===== config.mk =====
export PLATFORM = sky130hd
export DESIGN_NAME = mem_arbiter
export DESIGN_NICKNAME = d
export VERILOG_FILES = /design/src/rtl/mem_arbiter.sv
export SDC_FILE = /design/constraint.sdc
export NUM_CORES = 1
export LEC_CHECK = 0
export CAP_MARGIN = 20
export CORE_UTILIZATION = 39
export DETAILED_ROUTE_END_ITERATION = 8
export PLACE_DENSITY = 0.75
export SETUP_SLACK_MARGIN = 0.3
export SLEW_MARGIN = 20
export SYNTH_ARGS = -nofsm -noshare
export SYNTH_HDL_FRONTEND = slang
export SYNTH_SLANG_ARGS = --single-unit

===== constraint.sdc =====
create_clock -name clk -period 2.15 [get_ports clk]
set_input_delay 0.43 -clock clk [delete_from_list [all_inputs] [get_ports clk]]
set_output_delay 0.43 -clock clk [all_outputs]
set_load 0.01 [all_outputs]

===== src/rtl/mem_arbiter.sv =====
// Two-master (fetch / data) arbiter onto a single memory port with per-transaction timeout.
// Optional round-robin arbitration when ARB_ROUND_ROBIN_EN is defined (fixed D-priority otherwise).
module mem_arbiter #(
    parameter int unsigned ARCH    = 32,
    parameter int unsigned TIMEOUT = 16
) (
    input  logic            clk,
    input  logic            reset,
    input  logic            if_req,
    input  logic [ARCH-1:0] if_addr,
    output logic            if_gnt,
    output logic            if_valid,
    output logic            if_err,
    output logic [ARCH-1:0] if_rdata,
    input  logic            d_req,
    input  logic            d_we,
    input  logic [ARCH-1:0] d_addr,
    input  logic [ARCH-1:0] d_wdata,
    input  logic [3:0]      d_be,
    output logic            d_gnt,
    output logic            d_valid,
    output logic            d_err,
    output logic [ARCH-1:0] d_rdata,
    output logic            mem_req,
    output logic            mem_we,
    output logic [ARCH-1:0] mem_addr,
    output logic [ARCH-1:0] mem_wdata,
    output logic [3:0]      mem_be,
    input  logic            mem_ready,
    input  logic [ARCH-1:0] mem_rdata
);

    localparam int unsigned CW = 8;

    typedef enum logic {
        IDLE = 1'b0,
        BUSY = 1'b1
    } state_t;

    localparam logic OWN_I = 1'b0;
    localparam logic OWN_D = 1'b1;

    state_t          state_q;
    logic            owner_q;
    logic [CW-1:0]   cnt_q;
    logic [ARCH-1:0] addr_q;
    logic [ARCH-1:0] wdata_q;
    logic            we_q;
    logic [3:0]      be_q;
    logic            if_valid_q;
    logic            if_err_q;
    logic [ARCH-1:0] if_rdata_q;
    logic            d_valid_q;
    logic            d_err_q;
    logic [ARCH-1:0] d_rdata_q;
`ifdef ARB_ROUND_ROBIN_EN
    logic            prefer_d_q;
`endif

    logic            gnt_if_c;
    logic            gnt_d_c;
    logic            busy_c;
    logic [ARCH-1:0] resp_rdata_d;

    // Same-cycle grant decision; only legal while idle and out of reset.
    always_comb begin
        gnt_if_c = 1'b0;
        gnt_d_c  = 1'b0;
        if (!reset && state_q == IDLE) begin
`ifdef ARB_ROUND_ROBIN_EN
            if (d_req && (!if_req || prefer_d_q)) begin
                gnt_d_c = 1'b1;
            end else if (if_req) begin
                gnt_if_c = 1'b1;
            end
`else
            if (d_req) begin
                gnt_d_c = 1'b1;
            end else if (if_req) begin
                gnt_if_c = 1'b1;
            end
`endif
        end
    end

    // Stores return zero read data.
    assign resp_rdata_d = we_q ? '0 : mem_rdata;

    always_ff @(posedge clk) begin
        if (reset) begin
            state_q    <= IDLE;
            owner_q    <= OWN_I;
            cnt_q      <= '0;
            addr_q     <= '0;
            wdata_q    <= '0;
            we_q       <= 1'b0;
            be_q       <= '0;
            if_valid_q <= 1'b0;
            if_err_q   <= 1'b0;
            if_rdata_q <= '0;
            d_valid_q  <= 1'b0;
            d_err_q    <= 1'b0;
            d_rdata_q  <= '0;
`ifdef ARB_ROUND_ROBIN_EN
            prefer_d_q <= 1'b1;
`endif
        end else begin
            if_valid_q <= 1'b0;
            if_err_q   <= 1'b0;
            d_valid_q  <= 1'b0;
            d_err_q    <= 1'b0;
            case (state_q)
                IDLE: begin
                    if (gnt_d_c) begin
                        state_q <= BUSY;
                        owner_q <= OWN_D;
                        cnt_q   <= '0;
                        addr_q  <= d_addr;
                        wdata_q <= d_wdata;
                        we_q    <= d_we;
                        be_q    <= d_be;
`ifdef ARB_ROUND_ROBIN_EN
                        prefer_d_q <= 1'b0;
`endif
                    end else if (gnt_if_c) begin
                        state_q <= BUSY;
                        owner_q <= OWN_I;
                        cnt_q   <= '0;
                        addr_q  <= if_addr;
                        wdata_q <= '0;
                        we_q    <= 1'b0;
                        be_q    <= 4'hF;
`ifdef ARB_ROUND_ROBIN_EN
                        prefer_d_q <= 1'b1;
`endif
                    end
                end
                BUSY: begin
                    // cnt_q holds the number of earlier BUSY cycles; a ready on the last one still completes.
                    if (mem_ready) begin
                        state_q <= IDLE;
                        if (owner_q == OWN_D) begin
                            d_valid_q <= 1'b1;
                            d_rdata_q <= resp_rdata_d;
                        end else begin
                            if_valid_q <= 1'b1;
                            if_rdata_q <= resp_rdata_d;
                        end
                    end else if (cnt_q == CW'(TIMEOUT - 1)) begin
                        state_q <= IDLE;
                        if (owner_q == OWN_D) begin
                            d_valid_q <= 1'b1;
                            d_err_q   <= 1'b1;
                            d_rdata_q <= '0;
                        end else begin
                            if_valid_q <= 1'b1;
                            if_err_q   <= 1'b1;
                            if_rdata_q <= '0;
                        end
                    end else begin
                        cnt_q <= cnt_q + CW'(1);
                    end
                end
                default: state_q <= IDLE;
            endcase
        end
    end

    // Reset forces every output low in the very cycle it is sampled.
    assign busy_c    = (state_q == BUSY) && !reset;
    assign if_gnt    = gnt_if_c;
    assign d_gnt     = gnt_d_c;
    assign mem_req   = busy_c;
    assign mem_we    = busy_c && we_q;
    assign mem_addr  = busy_c ? addr_q  : '0;
    assign mem_wdata = busy_c ? wdata_q : '0;
    assign mem_be    = busy_c ? be_q    : 4'h0;
    assign if_valid  = if_valid_q && !reset;
    assign if_err    = if_err_q && !reset;
    assign if_rdata  = reset ? '0 : if_rdata_q;
    assign d_valid   = d_valid_q && !reset;
    assign d_err     = d_err_q && !reset;
    assign d_rdata   = reset ? '0 : d_rdata_q;

endmodule

==> metrics.cfg <==
[run_status]
outcome=complete, but fails checks
violations=negative setup slack

[route]
routed_wl_microns=21300
via_count=6262
first_pass_iters=5
drt_iter0_markers=279
drc_errors=0
avgRoutedWirePerCell_microns=16.7
vias_per_cell=4.90
drtAntennaViolNets=0

[setup_path]
r2r_cells=7
regToRegStartpoint=cnt_q[5]$_SDFFE_PP0P_
crit_required_ns=1.72
end_kind=output pin
cp_max_fo=4
crit_type=reg2out
reg2reg_to=if_rdata_q[14]$_SDFFE_PP0P_
reg2reg_slack_ns=0.34
cp-startpoint=state_q$_SDFF_PP0_
crit_path_end=mem_addr[27]
arrival_ns=1.77
crit_path_start_kind=register

[power]
clkPwrFrac=0.431
seqPwrFrac=0.421
power_density_mw_per_mm2=631
p_int_mw=5.36
sw_frac_of_total=0.238
p_leak_nw=5.63
peakVddDrop_uv=551
total_power_mw=7.04
power.switching_mw=1.67
p_comb_frac=0.149

[logic_synthesis]
ys.flop_type=dfxtp_1
ys_top_cells_by_count=147 x dfxtp_1, 70 x and2_1, 69 x inv_1
synth.area.top_cells=dfxtp_1 45%, and2_1 6.7%, nand2b_1 6.5%
syn-num-nets=844
yosysMostFrequentCell=dfxtp_1
yosysSeqAreaShare=0.453
yosys_warnings=0
yosysUniqueCellTypes=40
ys_async_sr_fraction=0
synth.ff_latch_count=147
synth_edf_count=0
yosysTopAreaCellShare=0.453
yosysTopAreaCell=dfxtp_1
syn_area_sq_mm=0.00649
postSynthAreaPerCell_sq_um=9.21
synth_cells=705

[run]
cap_viol_max_count=0

[floorplanning]
core_area_sq_mm=0.0161
rows=46
fp.dieArea_sq_mm=0.0172
io_pins=278
initial_core_util=0.404
die_h_microns=131
fp.dieW_microns=131

[global_route]
grtUsageTotal=0.231
grt_antenna_before_repair=1
overflow=0
grt_pass1_vias=5983
grt_pass1_wl_microns=30100
grt_max_degree=43

[sta]
post-route-period-util=1.02
rsz0062_at_grt=true
fin_skew_ns=0.00909
tightest_slew_ns=0.575
max_freq_mhz=455
drv_slew=0
setup_violations=3
layout_setup_ws_ns=-0.0464
finalHoldViolations=0
fin_crit_ns=2.20
max_slew_margin=0.614

[clock_tree]
numCtsBuffers=17
clkLatencyLatePin_ns=0.42
ctsHoldBuffers=0
clk_transition_reported_paths_ns=0.06
clockBufferDepth=2
cts_tree=built
h-tree-depth=4
clkSinkCount=147
cts-root-buf=clkbuf_16

[placed_design]
pre_cts_slack_ns=-0.0900
port_buffers=277
routabilityCongestion=0.822
dp_hpwl_microns=13400

[min_path]
hp-class=in2reg

[finish]
seqCellArea_sq_mm=0.00295
area_delta_synth_final_pct=71.8
drive_above_1_share=0.286
fillers=1247
fin_nets=1186
multiInputGateArea_sq_mm=0.00323

## power groups by stage
stage / Clock, mW / Combinational [mW] / Sequential (mW)
5_1_grt: 3.20 / 1.12 / 2.97
2_1_floorplan: 0 / 0.414 / 2.98
3_5_place_dp: 0 / 0.931 / 3.01
4_1_cts: 3.08 / 0.981 / 2.96
3_3_place_gp: 0 / 0.922 / 3.01
6_report: 3.03 / 1.05 / 2.96
## registers in the layout (all words and copies together) (netlist names), 4 cells and up
| register | count |
|---|---|
| addr_q | 32 |
| d_rdata_q | 32 |
| if_rdata_q | 32 |
| wdata_q | 32 |
| cnt_q | 8 |
| be_q | 4 |
## timing repair
item	CTS	global route
gates resized for setup	415	98
setup endpoints to repair	179	183
pin swaps	5	18
buffers inserted	11	13
gates cloned	5	6
## metal layers
layer  wire, microns  global-route usage  vias to the layer above
met5               0                   0                        -
met4             539              0.0994                        0
met3            1210              0.0521                       36
met2           11000               0.412                      224
met1            8550               0.263                     2923
li1                -                   -                     3079
## how the worst min path moves through the flow
stage / startpoint / to / cells past startpoint
finish: reset / be_q[0]$_SDFFE_PP0P_ / 3
global placement: wdata_q[21]$_SDFFE_PP0P_ / wdata_q[21]$_SDFFE_PP0P_ / 1
detailed placement: wdata_q[21]$_SDFFE_PP0P_ / wdata_q[21]$_SDFFE_PP0P_ / 1
floorplan: wdata_q[14]$_SDFFE_PP0P_ / wdata_q[14]$_SDFFE_PP0P_ / 1
global route: reset / be_q[2]$_SDFFE_PP0P_ / 3
CTS: reset / be_q[0]$_SDFFE_PP0P_ / 3
## stage by stage
stage | utilization | hold slack [ns] | cell area (sq um) | setup TNS (ns) | cells
floorplan | - | 0.434 | 6490 | 0 | 705
global placement | 0.620 | 0.448 | 9960 | -1.05 | 1209
detailed placement | 0.620 | 0.446 | 9960 | -2.83 | 1209
CTS | 0.665 | 0.398 | 10700 | -0.204 | 1257
global route | 0.694 | 0.460 | 11100 | -0.310 | 1277
finish | 0.694 | 0.455 | 11100 | -0.0975 | 1277
## layout by cell type, fill, tap and decap left out, drive strengths merged, types with 4 or more instances in the layout
cell / n
nand2b: 67
and2: 70
o22ai: 4
clkinv: 6
mux2i: 32
dlygate4sd2: 54
buf: 168
o21ai: 39
nand3: 12
nor2b: 4
nand2: 38
a21oi: 4
a22oi: 64
nor2: 8
clkdlybuf4s50: 136
inv: 69
clkbuf: 30
a22o: 33
dfxtp: 147
clkdlybuf4s15: 9
clkinvlp: 4
nand3b: 33
## cell type report
cell class | count | area share
well taps | 216 | 0.0242
repair buffers | 377 | 0.343
flip-flops and latches | 147 | 0.265
clock inverters | 12 | 0.0140
multi-input cells | 434 | 0.289
clock buffers | 20 | 0.0401
inverters | 70 | 0.0247
diodes | 1 | 0.000224
## critical path, cell delays in order, from the launching register on
cell and delay [ns]:
dfxtp_2 0.34, nand2b_4 0.11, clkinv_8 0.07, buf_12 0.12
buf_12 0.12, buf_16 0.12, buf_6 0.11, buf_6 0.11
and2_4 0.15, buf_6 0.11
## cells by family (layout without fill, tap and decap cells)
kind of cell	after synthesis	in the layout	share of synthesized area
other cells	0	1	0
flops	147	147	0.453
simple gates	247	247	0.227
buf+inv	124	479	0.0781
fa+ha+maj	1	1	0.00193
xor+xnor	2	2	0.00270
mux	32	32	0.0494
compound gates	152	152	0.187
No activity file was read; power rests on OpenSTA's default activity.
